===== config.mk =====
export PLATFORM = sky130hd
export DESIGN_NAME = rsa_msg_ctrl
export DESIGN_NICKNAME = d
export VERILOG_FILES = /design/src/rtl/rsa_msg_ctrl.sv
export SDC_FILE = /design/constraint.sdc
export NUM_CORES = 1
export LEC_CHECK = 0
export ABC_AREA = 1
export CORE_ASPECT_RATIO = 1.5
export CORE_MARGIN = 2
export CORE_UTILIZATION = 64
export CTS_BUF_LIST = sky130_fd_sc_hd__clkbuf_4
export CTS_CLUSTER_DIAMETER = 150
export DETAILED_ROUTE_END_ITERATION = 6
export DONT_BUFFER_PORTS = 1
export HOLD_SLACK_MARGIN = 0.15
export PLACE_DENSITY = 0.8
export SLEW_MARGIN = 20
export SYNTH_ARGS = -nofsm -noshare
export SYNTH_HDL_FRONTEND = slang
export SYNTH_SLANG_ARGS = --single-unit

===== constraint.sdc =====
create_clock -name i_clk -period 3.07 [get_ports i_clk]
set_input_delay 0.614 -clock i_clk [delete_from_list [all_inputs] [get_ports i_clk]]
set_output_delay 0.614 -clock i_clk [all_outputs]
set_load 0.01 [all_outputs]

===== src/rtl/rsa_msg_ctrl.sv =====
// ---------------------------------------------------------------------------
// rsa_msg_ctrl
// Message controller for an external modular-exponentiation core. Plaintext
// words are queued in an input FIFO. Each one is dispatched to the core
// together with the exponent and modulus sampled at dispatch time. Results
// come back into an output FIFO in the order the words were accepted.
//
// Ports
//   i_clk, i_rstn            clock, asynchronous active-low reset
//   i_exp, i_N               exponent / modulus, sampled when a word is loaded
//   i_in_valid/o_in_ready    plaintext write handshake, data on i_in_data
//   o_out_valid/i_out_ready  result read handshake, o_out_data is the FIFO head
//   o_core_start             level start to the core (high in ISSUE/WAIT_END)
//   o_core_base/exp/N        operands held stable for the core
//   i_core_result/i_core_end core result and done level
//   o_busy                   FSM not idle
//   o_err / i_err_clr        sticky modulus-zero flag and its clear
// ---------------------------------------------------------------------------
module rsa_msg_ctrl #(
  parameter int DEPTH = 4
) (
  input  logic        i_clk,
  input  logic        i_rstn,
  input  logic [31:0] i_exp,
  input  logic [31:0] i_N,
  input  logic        i_in_valid,
  output logic        o_in_ready,
  input  logic [31:0] i_in_data,
  output logic        o_out_valid,
  input  logic        i_out_ready,
  output logic [31:0] o_out_data,
  output logic        o_core_start,
  output logic [31:0] o_core_base,
  output logic [31:0] o_core_exp,
  output logic [31:0] o_core_N,
  input  logic [31:0] i_core_result,
  input  logic        i_core_end,
  output logic        o_busy,
  output logic        o_err,
  input  logic        i_err_clr
);

  localparam int AW = $clog2(DEPTH);
  localparam int CW = AW + 1;
  localparam logic [CW-1:0] CNT_ONE  = CW'(1);
  localparam logic [CW-1:0] CNT_FULL = CW'(DEPTH);
  localparam logic [AW-1:0] PTR_ONE  = AW'(1);

  typedef enum logic [2:0] {IDLE, LOAD, ISSUE, WAIT_END, WAIT_FALL, PUSH} state_t;

  state_t state_reg, state_next;

  logic [31:0]   in_mem  [DEPTH];
  logic [31:0]   out_mem [DEPTH];
  logic [AW-1:0] in_wr_ptr_reg, in_rd_ptr_reg, out_wr_ptr_reg, out_rd_ptr_reg;
  logic [CW-1:0] in_count_reg, out_count_reg;
  logic [31:0]   base_reg, exp_reg, n_reg, result_reg;
  logic          err_reg;

  logic in_wr, in_pop, out_push, out_rd;

  assign o_in_ready  = (in_count_reg < CNT_FULL);
  assign o_out_valid = (out_count_reg != '0);
  assign in_wr       = i_in_valid && o_in_ready;
  assign out_rd      = o_out_valid && i_out_ready;
  assign in_pop      = (state_reg == LOAD);
  assign out_push    = (state_reg == PUSH);

  // Head is forced to zero while empty so the output is clean after reset
  // even though the storage itself is never cleared.
  assign o_out_data  = o_out_valid ? out_mem[out_rd_ptr_reg] : '0;

  assign o_core_base = base_reg;
  assign o_core_exp  = exp_reg;
  assign o_core_N    = n_reg;
  assign o_err       = err_reg;

  // FIFO storage: no reset, pointers alone define contents.
  always_ff @(posedge i_clk) begin
    if (in_wr)    in_mem[in_wr_ptr_reg]   <= i_in_data;
    if (out_push) out_mem[out_wr_ptr_reg] <= result_reg;
  end

  always_ff @(posedge i_clk or negedge i_rstn) begin
    if (!i_rstn) begin
      state_reg      <= IDLE;
      in_wr_ptr_reg  <= '0;
      in_rd_ptr_reg  <= '0;
      out_wr_ptr_reg <= '0;
      out_rd_ptr_reg <= '0;
      in_count_reg   <= '0;
      out_count_reg  <= '0;
      base_reg       <= '0;
      exp_reg        <= '0;
      n_reg          <= '0;
      result_reg     <= '0;
      err_reg        <= 1'b0;
    end else begin
      state_reg <= state_next;

      if (in_wr)    in_wr_ptr_reg  <= in_wr_ptr_reg + PTR_ONE;
      if (in_pop)   in_rd_ptr_reg  <= in_rd_ptr_reg + PTR_ONE;
      if (out_push) out_wr_ptr_reg <= out_wr_ptr_reg + PTR_ONE;
      if (out_rd)   out_rd_ptr_reg <= out_rd_ptr_reg + PTR_ONE;

      case ({in_wr, in_pop})
        2'b10:   in_count_reg <= in_count_reg + CNT_ONE;
        2'b01:   in_count_reg <= in_count_reg - CNT_ONE;
        default: ;
      endcase
      case ({out_push, out_rd})
        2'b10:   out_count_reg <= out_count_reg + CNT_ONE;
        2'b01:   out_count_reg <= out_count_reg - CNT_ONE;
        default: ;
      endcase

      // Operands are captured only here, so later i_exp/i_N changes cannot
      // disturb a transaction already in flight.
      if (state_reg == LOAD) begin
        base_reg <= in_mem[in_rd_ptr_reg];
        exp_reg  <= i_exp;
        n_reg    <= i_N;
        if (i_N == '0) result_reg <= '0;
      end

      // The core result is only trusted once its end level has dropped.
      if (state_reg == WAIT_FALL && !i_core_end) result_reg <= i_core_result;

      // Setting takes priority over a clear in the same cycle.
      if (state_reg == LOAD && i_N == '0) err_reg <= 1'b1;
      else if (i_err_clr)                 err_reg <= 1'b0;
    end
  end

  always_comb begin
    state_next   = state_reg;
    o_core_start = 1'b0;
    o_busy       = (state_reg != IDLE);
    case (state_reg)
      IDLE: begin
        // Only dispatch when the result is guaranteed a slot on return.
        if (in_count_reg != '0 && out_count_reg < CNT_FULL) state_next = LOAD;
      end
      LOAD:      state_next = (i_N == '0) ? PUSH : ISSUE;
      ISSUE: begin
        o_core_start = 1'b1;
        state_next   = WAIT_END;
      end
      WAIT_END: begin
        o_core_start = 1'b1;
        if (i_core_end) state_next = WAIT_FALL;
      end
      WAIT_FALL: begin
        if (!i_core_end) state_next = PUSH;
      end
      PUSH:      state_next = IDLE;
      default:   state_next = IDLE;
    endcase
  end

endmodule

==> reports/results.md <==
| Result | This run | Unit |
| --- | --- | --- |
| Post-placement setup slack | 0.8237 | ns |
| Maximum number of pins on one net before global-route repair | 147 | - |
| DR WL/cell | 19.69 | µm |
| Post-Syn Area per Cell | 11.37 | µm² |
| Clock slew at reported path FFs | 0.09 | ns |
| Critical path startpoint | out_rd_ptr_reg[0] | - |
| Effective utilization at floorplan | 64.62 | % |
| Layout cell share with drive strength beyond 1 | 11.73 | % |
| Fin. max-slew vios | 0 | - |
| Critical Path AT | 2.24 | ns |
| Crit Reg-Reg Endpoint | out_count_reg[2] | - |
| Most frequently used cell type in the post-synthesis netlist | nand2_1 | - |
| Category of the worst setup path capture point | output port | - |
| Count of different cell masters after synthesis | 27 | - |
| GR Util All Layers | 29.71 | % |
| Summed instance area of the synthesized netlist | 0.01568 | mm² |
| Largest regs | in_mem (128), out_mem (128) | - |
| Width of the die | 131.8 | µm |
| Number of enable-type register cells in the synthesized netlist | 256 | - |
| Portion of the clock cycle consumed by the worst path in the final layout | 93.05 | % |
| Fillers | 1348 | - |
| Maximum frequency from static timing analysis | 0.3501 | GHz |
| Fin worst setup slack | 0.2135 | ns |
| Vias per inst | 5.717 | - |
| Post-synthesis async set-or-reset flop share | 36.32 | % |
| Count of state elements after synthesis | 402 | - |
| Clock tree from TritonCTS | done | - |
| Largest cells by area after synthesis | edfxtp_1 49%, dfrtp_1 23%, nand2_1 9.0%, nor2_1 6.2%, o21ai_0 3.2% | - |
| Number of nets produced by synthesis | 1525 | - |
| Type of the worst setup path | reg -> out | - |
| Worst-case clock skew | 0.03795 | ns |
| Final hold slack | -0.3809 | ns |
| Std-Cell Core Area | 0.02426 | mm² |
| Level count of the clock H-tree | 3 | - |
| Count of synthesis-stage warnings from yosys | 0 | - |
| Final critical-path required period | 2.857 | ns |
| Post-layout net count | 1691 | - |
| Die height | 195.7 | µm |
| Final GP Congestion | 0.7846 | - |
| Residual antenna-violating net count after detailed routing | 0 | - |
| Core Rows | 70 | - |
| Number of buffers on the longest clock path | 3 | - |
| Number of antenna violations at the first check in global routing | 1 | - |
| Synthesized netlist cell count | 1379 | - |
| Clock tree root driver cell | clkbuf_4 | - |
| TritonRoute pass-1 iters | 5 | - |
| Share of the synthesized area in the top cell type | 49.04 | % |
| Remaining global-route overflow | 0 | - |
| Setup Viol. Count Final | 0 | - |
| Die ar. | 0.02579 | mm² |
| Vias after detailed routing | 11.12k | - |
| RSZ-0062 raised after global routing | false | - |
| Worst min-delay path category | in -> async | - |
| Setup TNS | 0 | ns |
| Failing checks | hold timing | - |
| Leading post-synthesis cells by instance count | 377 x nand2_1, 258 x nor2_1, 256 x edfxtp_1 | - |
| Required arrival time at the worst endpoint | 2.46 | ns |
| Final design area excluding fillers | 0.01850 | mm² |
| Highest ir drop seen on vdd | 0.0006874 | V |
| Seq/Total Area, Yosys | 72.34 | % |
| Area taken by flip-flops and latches | 0.01134 | mm² |
| Standby leakage power | 7.597 | nW |
| Outcome | finished with violations | - |
| Rel. slew slack | 52.42 | % |
| Register-to-register setup slack | 0.83 | ns |
| Clk Latency, worst-skew pair | 0.69 | ns |
| Number of clock sinks seen by CTS | 402 | - |
| Top fanout value on the critical path | 48 | - |
| Cts-stage hold buffer count | 130 | - |
| Post-synthesis to final-layout area growth | 18.04 | % |
| Routed wire length | 38.30 | mm |
| Via count of the first global-routing pass | 11.63k | - |
| Worst-Margin Slew | 0.7127 | ns |
| Number of max-cap violations | 0 | - |
| HPWL after detailed placement | 19.88 | mm |
| Detailed router's first-iteration violation count | 987 | - |
| Number of cells on the worst reg-to-reg path | 8 | - |
| Cell area after placement | 0.01601 | mm² |
| DRC viols | 0 | - |
| Final hold violation count | 146 | - |
| Area of combinational cells with multiple inputs | 0.003928 | mm² |
| Library cell occupying the most area in the post-synthesis netlist | edfxtp_1 | - |
| Postcts setup bufs | 0 | - |
| Number of port buffers | 0 | - |
| Launch point of the worst reg-to-reg path | state_reg[1] | - |
| Prevailing post-synth register cell | edfxtp_1 | - |
| Critical Path Start Type | register | - |
| Wire length of the first global-routing pass | 59.37 | mm |
| Ratio of total power to cell area | 972.2 | mW/mm² |
| Number of placed I/O pins | 267 | - |
| CTS buffer count | 87 | - |
| Quantity of gates resized following cts | 0 | - |
| Final design utilization | 76.27 | % |
==> power breakdown <==
group	switching, mW	total (mW)	internal [mW]
Sequential	1.41	8.66	7.25
Clock	2.05	4.25	2.20
Combinational	3.45	5.08	1.63
==> logic make-up (layout without fill, tap and decap cells) <==
group / Yosys count / in the layout / synth area share, %
buf+inv: 105 / 346 / 3.065
compound gates: 171 / 171 / 6.242
simple gates: 679 / 679 / 16.74
xor+xnor: 10 / 10 / 0.5587
fa+ha+maj: 12 / 12 / 1.054
flops: 402 / 402 / 72.34
other cells: 0 / 1 / 0
==> final cells by class <==
| class | instances | area share, % |
|---|---|---|
| Timing Repair Buffer | 150 | 8.182 |
| Antenna cell | 1 | 0.01352 |
| Clock inverter | 28 | 0.9128 |
| Tap cell | 324 | 2.191 |
| Sequential cell | 402 | 61.31 |
| Inverter | 32 | 0.6491 |
| Clock buffer | 136 | 5.518 |
| Multi-Input combinational cell | 872 | 21.23 |
==> critical path, stage by stage (launching register included) <==
cell and delay [ns]:
dfrtp_2 0.63, buf_12 0.29, nor2_1 0.08, nor2_1 0.09, o21ai_0 0.10, a21oi_1 0.35
==> per-layer routing <==
layer	global-route usage, %	wire, µm	part of all wire [%]
met1	32.82	13080	34
met2	53.44	20460	53
met3	7.390	3455	9.0
met4	14.77	1308	3.4
met5	0	0	0
==> through the flow <==
step                std cells  total power, mW
floorplan                1379            11.98
global placement         1650            13.19
detailed placement       1650            13.45
CTS                      1944            17.77
global route             1945            18.96
finish                   1945            17.99
==> placed cells by master, fill, tap and decap left out, types with 2 or more instances in the layout <==
cell type      synthesis  final
nand2_1              377    377
edfxtp_1             256    256
nor2_1               258    250
dfrtp_1              146    143
clkbuf_4               0    136
dlygate4sd3_1          0    130
o21ai_0              100    100
nand3_1               37     37
a21oi_1               37     37
o32ai_1               32     32
inv_1                 27     27
clkinv_1               1     16
buf_4                  3     15
ha_1                  10     10
inv_2                  4      8
nor2_4                 0      8
xor2_1                 7      7
clkinv_2               0      6
buf_12                 0      5
xnor2_1                3      3
dfrtp_2                0      3
nor3_4                 0      2
nor2_2                 2      2
fa_1                   2      2
bufinv_16              0      2
==> how the worst max path moves through the flow <==
stage                  endpoint  cells past startpoint  slack (ns)
2_1_floorplan      in_mem[0][0]                      2        0.50
3_3_place_gp    in_count_reg[2]                      7        0.89
3_5_place_dp   out_count_reg[2]                      8        0.82
4_1_cts          o_out_data[21]                      5        0.17
5_1_grt          o_out_data[17]                      5        0.08
6_report         o_out_data[17]                      5        0.21
No activity file was read; power rests on OpenSTA's default activity.
